### src/rtl/marker_pixel_scanner.sv
// Frame-buffer scanner: streams every pixel once per frame, tags green markers,
// and reports the per-frame marker count with a frame-done pulse.
module marker_pixel_scanner #(
    parameter int          H_RES        = 320,
    parameter int          V_RES        = 240,
    parameter int          BRAM_LATENCY = 1,
    parameter int          VSYNC_CYCLES = 4,
    parameter logic [3:0]  G_MIN        = 4'd8,
    parameter logic [3:0]  R_MAX        = 4'd6,
    parameter logic [3:0]  B_MAX        = 4'd6,
    parameter logic [11:0] MARK_COLOR   = 12'h770
) (
    input  logic        clk,
    input  logic        resetn,
    input  logic        enable,
    output logic [16:0] bram_addr,
    input  logic [11:0] bram_dout,
    output logic        vsync,
    output logic [16:0] address,
    output logic [11:0] frame_pixel,
    output logic        pixel_valid,
    output logic [16:0] marker_count,
    output logic        frame_done
);

    localparam int          FRAME_PIXELS = H_RES * V_RES;
    localparam int          LAT          = BRAM_LATENCY;
    localparam logic [16:0] LAST_ADDR    = 17'(FRAME_PIXELS - 1);
    localparam logic [16:0] EOF_ADDR     = 17'(FRAME_PIXELS);
    localparam int          CW = $clog2(VSYNC_CYCLES + BRAM_LATENCY + 1) + 1;

    typedef enum logic [2:0] {
        IDLE,
        SYNC,
        SCAN,
        DRAIN,
        EOF
    } state_t;

    state_t          state_q, state_d;
    logic [CW-1:0]   cnt_q, cnt_d;
    logic [16:0]     addr_d;
    logic [LAT-1:0]  req_v;
    logic [16:0]     req_a [LAT];
    logic [16:0]     run_cnt;
    logic [3:0]      px_r, px_g, px_b;
    logic            is_mark;
    logic            hit;

    always_comb begin
        state_d = state_q;
        cnt_d   = '0;
        addr_d  = '0;
        unique case (state_q)
            IDLE: begin
                if (enable) state_d = SYNC;
            end
            SYNC: begin
                if (cnt_q == CW'(VSYNC_CYCLES - 1)) state_d = SCAN;
                else cnt_d = cnt_q + 1'b1;
            end
            SCAN: begin
                if (bram_addr == LAST_ADDR) begin
                    state_d = DRAIN;
                    addr_d  = LAST_ADDR;
                end else begin
                    addr_d = bram_addr + 1'b1;
                end
            end
            DRAIN: begin
                if (cnt_q == CW'(LAT)) begin
                    state_d = EOF;
                end else begin
                    cnt_d  = cnt_q + 1'b1;
                    addr_d = bram_addr;
                end
            end
            EOF: begin
                state_d = enable ? SYNC : IDLE;
            end
            default: state_d = IDLE;
        endcase
    end

    always_ff @(posedge clk or negedge resetn) begin
        if (!resetn) begin
            state_q   <= IDLE;
            cnt_q     <= '0;
            bram_addr <= '0;
            vsync     <= 1'b1;
        end else begin
            state_q   <= state_d;
            cnt_q     <= cnt_d;
            bram_addr <= addr_d;
            vsync     <= (state_d == IDLE) || (state_d == SYNC);
        end
    end

    // Tracks which read address the BRAM is returning this cycle.
    always_ff @(posedge clk or negedge resetn) begin
        if (!resetn) begin
            req_v <= '0;
            for (int i = 0; i < LAT; i++) req_a[i] <= '0;
        end else begin
            req_v[0] <= (state_q == SCAN);
            req_a[0] <= bram_addr;
            for (int i = 1; i < LAT; i++) begin
                req_v[i] <= req_v[i-1];
                req_a[i] <= req_a[i-1];
            end
        end
    end

    assign px_r    = bram_dout[11:8];
    assign px_g    = bram_dout[7:4];
    assign px_b    = bram_dout[3:0];
    assign is_mark = (px_g >= G_MIN) && (px_r <= R_MAX) && (px_b <= B_MAX);
    assign hit     = req_v[LAT-1] && is_mark;

    always_ff @(posedge clk or negedge resetn) begin
        if (!resetn) begin
            address      <= '0;
            frame_pixel  <= '0;
            pixel_valid  <= 1'b0;
            frame_done   <= 1'b0;
            marker_count <= '0;
            run_cnt      <= '0;
        end else if (state_d == EOF) begin
            address      <= EOF_ADDR;
            frame_pixel  <= '0;
            pixel_valid  <= 1'b0;
            frame_done   <= 1'b1;
            marker_count <= run_cnt;
            run_cnt      <= '0;
        end else begin
            pixel_valid  <= req_v[LAT-1];
            address      <= req_v[LAT-1] ? req_a[LAT-1] : 17'd0;
            frame_pixel  <= hit ? MARK_COLOR : 12'h000;
            frame_done   <= 1'b0;
            if (hit) run_cnt <= run_cnt + 1'b1;
        end
    end

endmodule

### config.mk
export PLATFORM = sky130hd
export DESIGN_NAME = marker_pixel_scanner
export DESIGN_NICKNAME = d
export VERILOG_FILES = /design/src/rtl/marker_pixel_scanner.sv
export SDC_FILE = /design/constraint.sdc
export NUM_CORES = 1
export LEC_CHECK = 0
export ABC_CLOCK_PERIOD_IN_PS = 3250
export BUFFER_PORTS_ARGS = -buffer_cell sky130_fd_sc_hd__buf_2
export CORE_ASPECT_RATIO = 1.2
export CORE_UTILIZATION = 45
export DETAILED_ROUTE_END_ITERATION = 8
export PLACE_DENSITY = 0.73
export SLEW_MARGIN = 20
export SYNTH_ARGS = -nofsm -noshare
export SYNTH_HDL_FRONTEND = slang
export SYNTH_SLANG_ARGS = --single-unit
### constraint.sdc
create_clock -name clk -period 3.25 [get_ports clk]
set_input_delay 0.65 -clock clk [delete_from_list [all_inputs] [get_ports clk]]
set_output_delay 0.65 -clock clk [all_outputs]
set_load 0.005 [all_outputs]
==> results of run 1 <==
logic make-up after synthesis:
logic type / share of synthesized area (%)
AND/OR/NAND/NOR: 22.5
flip-flops: 59.3
AO/OA/AOI/OAI: 8.00
buffers and inverters: 4.80
XOR/XNOR: 3.85
adder cells (fa/ha/maj): 1.22
other: 0.0915
multiplexers: 0.244
per-layer routing:
| metal | GRT usage [%] | share of wire, % | vias to the layer above |
|---|---|---|---|
| met5 | 0 | 0 | - |
| met4 | 7.14 | 1.7 | 0 |
| met3 | 3.42 | 3.8 | 13 |
| met2 | 29.1 | 52 | 71 |
| met1 | 22.2 | 43 | 1403 |
| li1 | - | - | 1412 |
power by group through the flow:
stage               registers [mW]  clock network (mW)  logic, mW
floorplan                     1.28                   0     0.0762
global placement              1.28                   0      0.111
detailed placement            1.28                   0      0.115
CTS                           1.26               0.803      0.115
global route                  1.26               0.854      0.129
finish                        1.26               0.787      0.112
state kept, by name, indices dropped and copies added (netlist names):
register and cells:
frame_pixel 1, address 17, cnt_q 4, pixel_valid 1
state_q 3, marker_count 17, req_a 17, bram_addr 17
vsync 1, run_cnt 17, frame_done 1, req_v 1
worst max-delay path by stage:
stage | startpoint | to | slack, ps | depth (start not counted)
2_1_floorplan | bram_dout[3] | run_cnt[11] | 1480 | 6
3_3_place_gp | bram_dout[3] | run_cnt[16] | 1090 | 6
3_5_place_dp | bram_dout[3] | run_cnt[13] | 1070 | 6
4_1_cts | state_q[0] | marker_count[16] | 1100 | 6
5_1_grt | state_q[0] | marker_count[6] | 900 | 6
6_report | state_q[0] | marker_count[16] | 1150 | 6
area by class of cell:
class / count / area share, %
Clock buffer: 10 / 2.94
Tap cell: 117 / 3.12
Clock inverter: 6 / 1.39
Sequential cell: 97 / 51.8
Inverter: 7 / 0.561
Multi-Input combinational cell: 257 / 31.8
Timing Repair Buffer: 74 / 8.38
cell usage in the layout, fill, tap and decap left out, drive strengths merged, types with 2 or more instances in the layout:
master / Yosys / routed
and3: 20 / 20
nor2b: 2 / 2
clkbuf: 8 / 10
a21o: 3 / 3
nor4: 2 / 2
buf: 20 / 74
and2: 6 / 6
clkinv: 1 / 4
and4: 2 / 2
nand3: 18 / 18
a31oi: 5 / 5
dfrtp: 96 / 96
a21oi: 9 / 9
ha: 4 / 4
a41oi: 2 / 2
o21a: 2 / 2
nand4: 10 / 10
inv: 6 / 7
nand2: 77 / 77
nor3: 5 / 5
nand4bb: 2 / 2
xnor2: 3 / 3
a22o: 3 / 3
nor2: 28 / 28
o21ai: 20 / 20
conb: 1 / 6
o31ai: 3 / 3
xor2: 15 / 15
metrics by stage:
step / total power, mW / worst slack, ps / hold WS [ps]
floorplan: 1.35 / 1480 / 354
global placement: 1.39 / 1090 / 432
detailed placement: 1.40 / 1070 / 435
CTS: 2.18 / 1100 / 254
global route: 2.25 / 898 / 268
finish: 2.16 / 1150 / 240
worst register-to-register path, cell delays in order, from the launching register on:
cell and delay (ps):
dfrtp_1 420, nor2b_1 170, and2_1 170, nand3_1 100, clkinv_1 750, nand2_1 300, nand2_1 80
==> results.toml, run 1 <==
[status]
status = "complete, no violations"

[setup_path]
r2r-end = "marker_count[16]"
cp_cell_sequence = "nor2b_1 -> and2_1 -> nand3_1 -> clkinv_1 -> nand2_1 -> nand2_1"
cpMaxStageDelayCell = "clkinv_1"
critPathBufInv = 1
reg2reg_from = "state_q[0]"
worstPathArrival_ps = 2340
path_max_fanout = 35
slowest_delay_ps = 750
reg2reg_depth = 6
reg2reg_setup_slack_ps = 1150
crit_path_frequent_cell = "nand2_1"
crit_family = "simple AND/OR/NAND/NOR gates"
start_kind = "register"
required_ps = 3490
worst_setup_path_end_kind = "register"
critPathKind = "reg2reg"

[cells_and_area]
fin_area_um2 = 4690
diodes = 0
drive_gt1_share_pct = 23.5
fin_util_pct = 53.9
final_cell_count_no_fill = 568
seq_area_um2 = 2430
syn_to_final_growth_pct = 14.4
fin_nets = 465
multiInputGateArea_um2 = 1490
nFillCells = 827

[floorplan]
die-area_um2 = 9490
start_util_pct = 47.1
core_area_um2 = 8700
die_y_um = 107
ios = 81
die_x_um = 89.1
rows = 37

[cts]
insertion_delay_ps = 360
clock_sinks = 97
cts.htree.levels = 3
clock_path_buffers = 2
postCtsHoldBufs = 0
postCtsSetupRepairBufs = 0
cts.clk_slew.worst_paths_ps = 90
cts-resized-gates = 0
cts_buffers = 9
cts_tree = "yes"
cts_root_buffer = "clkbuf_8"

[place]
post-dp-hpwl_um = 5290
dp.cells = 552
place_area_um2 = 4480
gp_congestion = 0.789
io_buffers = 71

[synthesis]
synth_area_leaders = "dfrtp_1 59%, nand2_1 7.0%, xor2_1 3.2%, and3_1 2.9%, o21ai_0 2.4%"
synth.top_cells.by_count = "96 x dfrtp_1, 76 x nand2_1, 25 x nor2_1"
yosys.area.top_type = "dfrtp_1"
synth_top_area_share_pct = 58.6
synth_cell_types = 48
synthCells = 384
yosys_warnings = 0
synthArstFlopShare_pct = 100
yosysMostFrequentCell = "dfrtp_1"
seq_area_frac_synth_pct = 59.3
synth_ff_type = "dfrtp_1"
synth_area_per_cell_um2 = 10.7
synth_edf_count = 0
synth_area_um2 = 4100
synth.ff_latch_count = 97

[power]
swShare_pct = 23.7
combPwrFrac_pct = 5.2
ir_worst_vdd_mv = 0.220
pwr-share-seq_pct = 58.3
cellLeakagePower_nw = 2.44
power.share.clock_pct = 36.5
power_density_nw_per_um2 = 460
power_switching_mw = 0.510
internal_power_mw = 1.65

[global_routing]
grt_usage_pct = 17.5
grt_max_degree = 61
grt_pass1_wl_um = 12600
grt_pass1_vias = 2701
grt_overflow = 0
grt_antenna_before_repair = 0

[sta]
setup_viol = 0
worst_pin_slew_ps = 957
finalHoldViolCount = 0
maxSlewViolCount = 0
finalSetupTns_ps = 0
post-route-min-period_ps = 2100
rsz0062_at_grt = "false"
final.setup_skew_ps = 16.3
slew_headroom_pct = 35.8
max_freq_mhz = 477
fin_crit_sh_pct = 64.5

[routing]
vias = 2899
drcViolationCount = 0
dr.pass1.iters = 7
drt-initial-drc-count = 78
antenna_left = 0
viasPerCell = 5.10
wl_per_cell_um = 13.6
routed_wl_um = 7720

[flow_run]
drv_cap = 0

[worst_hold_path]
holdCritPathClass = "in2async"
(Power assumes the default switching activity.)
==> run 2, diff against run 1 <==
ABC_CLOCK_PERIOD_IN_PS = 2000   (was 3250)
clock period = 2 ns   (was 3.25 ns; I/O delays follow)
==> run 2 against run 1 <==
First-iteration DRC count rose by 100%. Hold slack gained 43 ps. Global-route usage up 1.2 points. Critical path depth fell by 2. Critical endpoint is now bram_addr[10].
==> results.toml, run 2 (synthesized netlist as in run 1, its figures left out) <==
[flow_run]
drv_cap = 0

[setup_path]
slowest_delay_ps = 460
cp-startpoint = "bram_addr[14]"
cp_cell_sequence = "nand4bb_1 -> nor4b_2 -> nand2_2 -> a221o_1"
reg2reg_from = "bram_addr[14]"
cpMaxStageDelayCell = "dfrtp_1"
worst_setup_path_end_kind = "register"
path_max_fanout = 12
start_kind = "register"
critPathBufInv = 0
reg2reg_setup_slack_ps = 180
crit_family = "simple AND/OR/NAND/NOR gates"
critPathKind = "reg2reg"
required_ps = 2240
worstPathArrival_ps = 2060

[sta]
slew_headroom_pct = 66.9
finalSetupTns_ps = 0
worst_pin_slew_ps = 493
fin_crit_sh_pct = 91.0
setup_viol = 0
rsz0062_at_grt = "false"
maxSlewViolCount = 0
final.setup_skew_ps = 7.62
post-route-min-period_ps = 1820
finalHoldViolCount = 0
worst_slack_ps = 180
max_freq_mhz = 549

[cts]
cts_root_buffer = "clkbuf_8"
cts.htree.levels = 3
cts.clk_slew.worst_paths_ps = 90
cts_buffers = 9
clock_path_buffers = 2
clock_sinks = 97
cts_tree = "yes"
cts-resized-gates = 0
insertion_delay_ps = 360

[cells_and_area]
syn_to_final_growth_pct = 16.8
most-common-layout-cells = "96 x dfrtp_1, 76 x nand2_1, 70 x buf_2, 25 x nor2_1, 20 x o21ai_0"
drive_gt1_share_pct = 25.6
fin_area_um2 = 4790
final_common_cell = "dfrtp_1"
diodes = 0
fin_nets = 479

[global_routing]
grt_usage_pct = 18.7
grt_max_degree = 38
grt_pass1_wl_um = 13500
grt_pass1_vias = 2776
grt_antenna_before_repair = 0
grt_overflow = 0

[floorplan]
die_y_um = 107
ios = 81
start_util_pct = 47.1
die-area_um2 = 9490
core_area_um2 = 8700
die_x_um = 89.1
rows = 37

[routing]
antenna_left = 0
dr.pass1.iters = 4
wl_per_cell_um = 13.9
routed_wl_um = 8060
drcViolationCount = 0
vias = 2979
drt-initial-drc-count = 157
viasPerCell = 5.12

[power]
p_total_mw = 3.39
ir_worst_vdd_mv = 0.317
cellLeakagePower_nw = 2.49
power_density_nw_per_um2 = 709

[place]
place_area_um2 = 4590
post-dp-hpwl_um = 5660
io_buffers = 71
gp_congestion = 0.826
dp_slack_ps = 190

[worst_hold_path]
holdCritPathClass = "in2reg"
min_from = "enable"

[status]
status = "complete, no violations"
==> run 2: changes by cell type in the layout (fill, tap and decap cells not counted), sizes merged <==
cell | before | now
buf | 74 | 87
bufinv | 1 | 0
clkinv | 4 | 3
clkinvlp | 1 | 4
dlygate4sd3 | 0 | 1
inv | 7 | 6
==> run 2: where the power goes <==
part | internal, mW | switching (mW) | total [mW]
clock | 0.485 | 0.669 | 1.15
sequential | 2.00 | 0.0499 | 2.05
combinational | 0.0689 | 0.121 | 0.190
total | 2.55 | 0.840 | 3.39
==> run 2: layout make-up <==
| type | count | area [um2] |
|---|---|---|
| sequential | 97 | 2430 |
| clock buffer | 10 | 138 |
| multi-input combinational | 257 | 1490 |
| timing repair buffer | 88 | 513 |
| clock inverter | 6 | 43.8 |
| inverter | 7 | 26.3 |
| fill | 798 | 3920 |
| tap | 117 | 146 |
==> run 2: worst register-to-register path: cells and delay by family, from the launching register on <==
family	cells	cell delay, ps
flops	1	460
simple gates	3	880
compound gates	1	370
==> run 2: what timing repair did <==
action                                  in CTS  in global routing
hold buffers                                 1                  0
setup buffers                                0                  0
endpoints found under the hold margin       22                  0
endpoints found under the setup margin       0                  0
==> run 2: layer usage <==
layer	track usage, %	share of wire [%]	up-vias
li1	-	-	1439
met4	6.58	1.8	0
met1	23.9	44	1473
met5	0	0	-
met2	30.9	52	58
met3	4.35	3.1	9
==> run 2: final timing paths <==
check                      cells after the start               to
setup reg to reg                               4    bram_addr[10]
max in group asynchronous                      3  marker_count[1]
hold reg to reg                                0        req_a[16]
min in group asynchronous                      2       frame_done
hold / removal                                 3       state_q[0]
setup / recovery                               4    bram_addr[10]
==> run 2: per-stage QoR <==
stage | util [%] | hold slack [ps] | cells
after floorplan | - | 104 | 389
after global placement | 52.8 | 316 | 565
after detailed placement | 52.8 | 321 | 565
after CTS | 55.0 | 281 | 582
after global routing | 55.0 | 296 | 582
final | 55.0 | 283 | 582
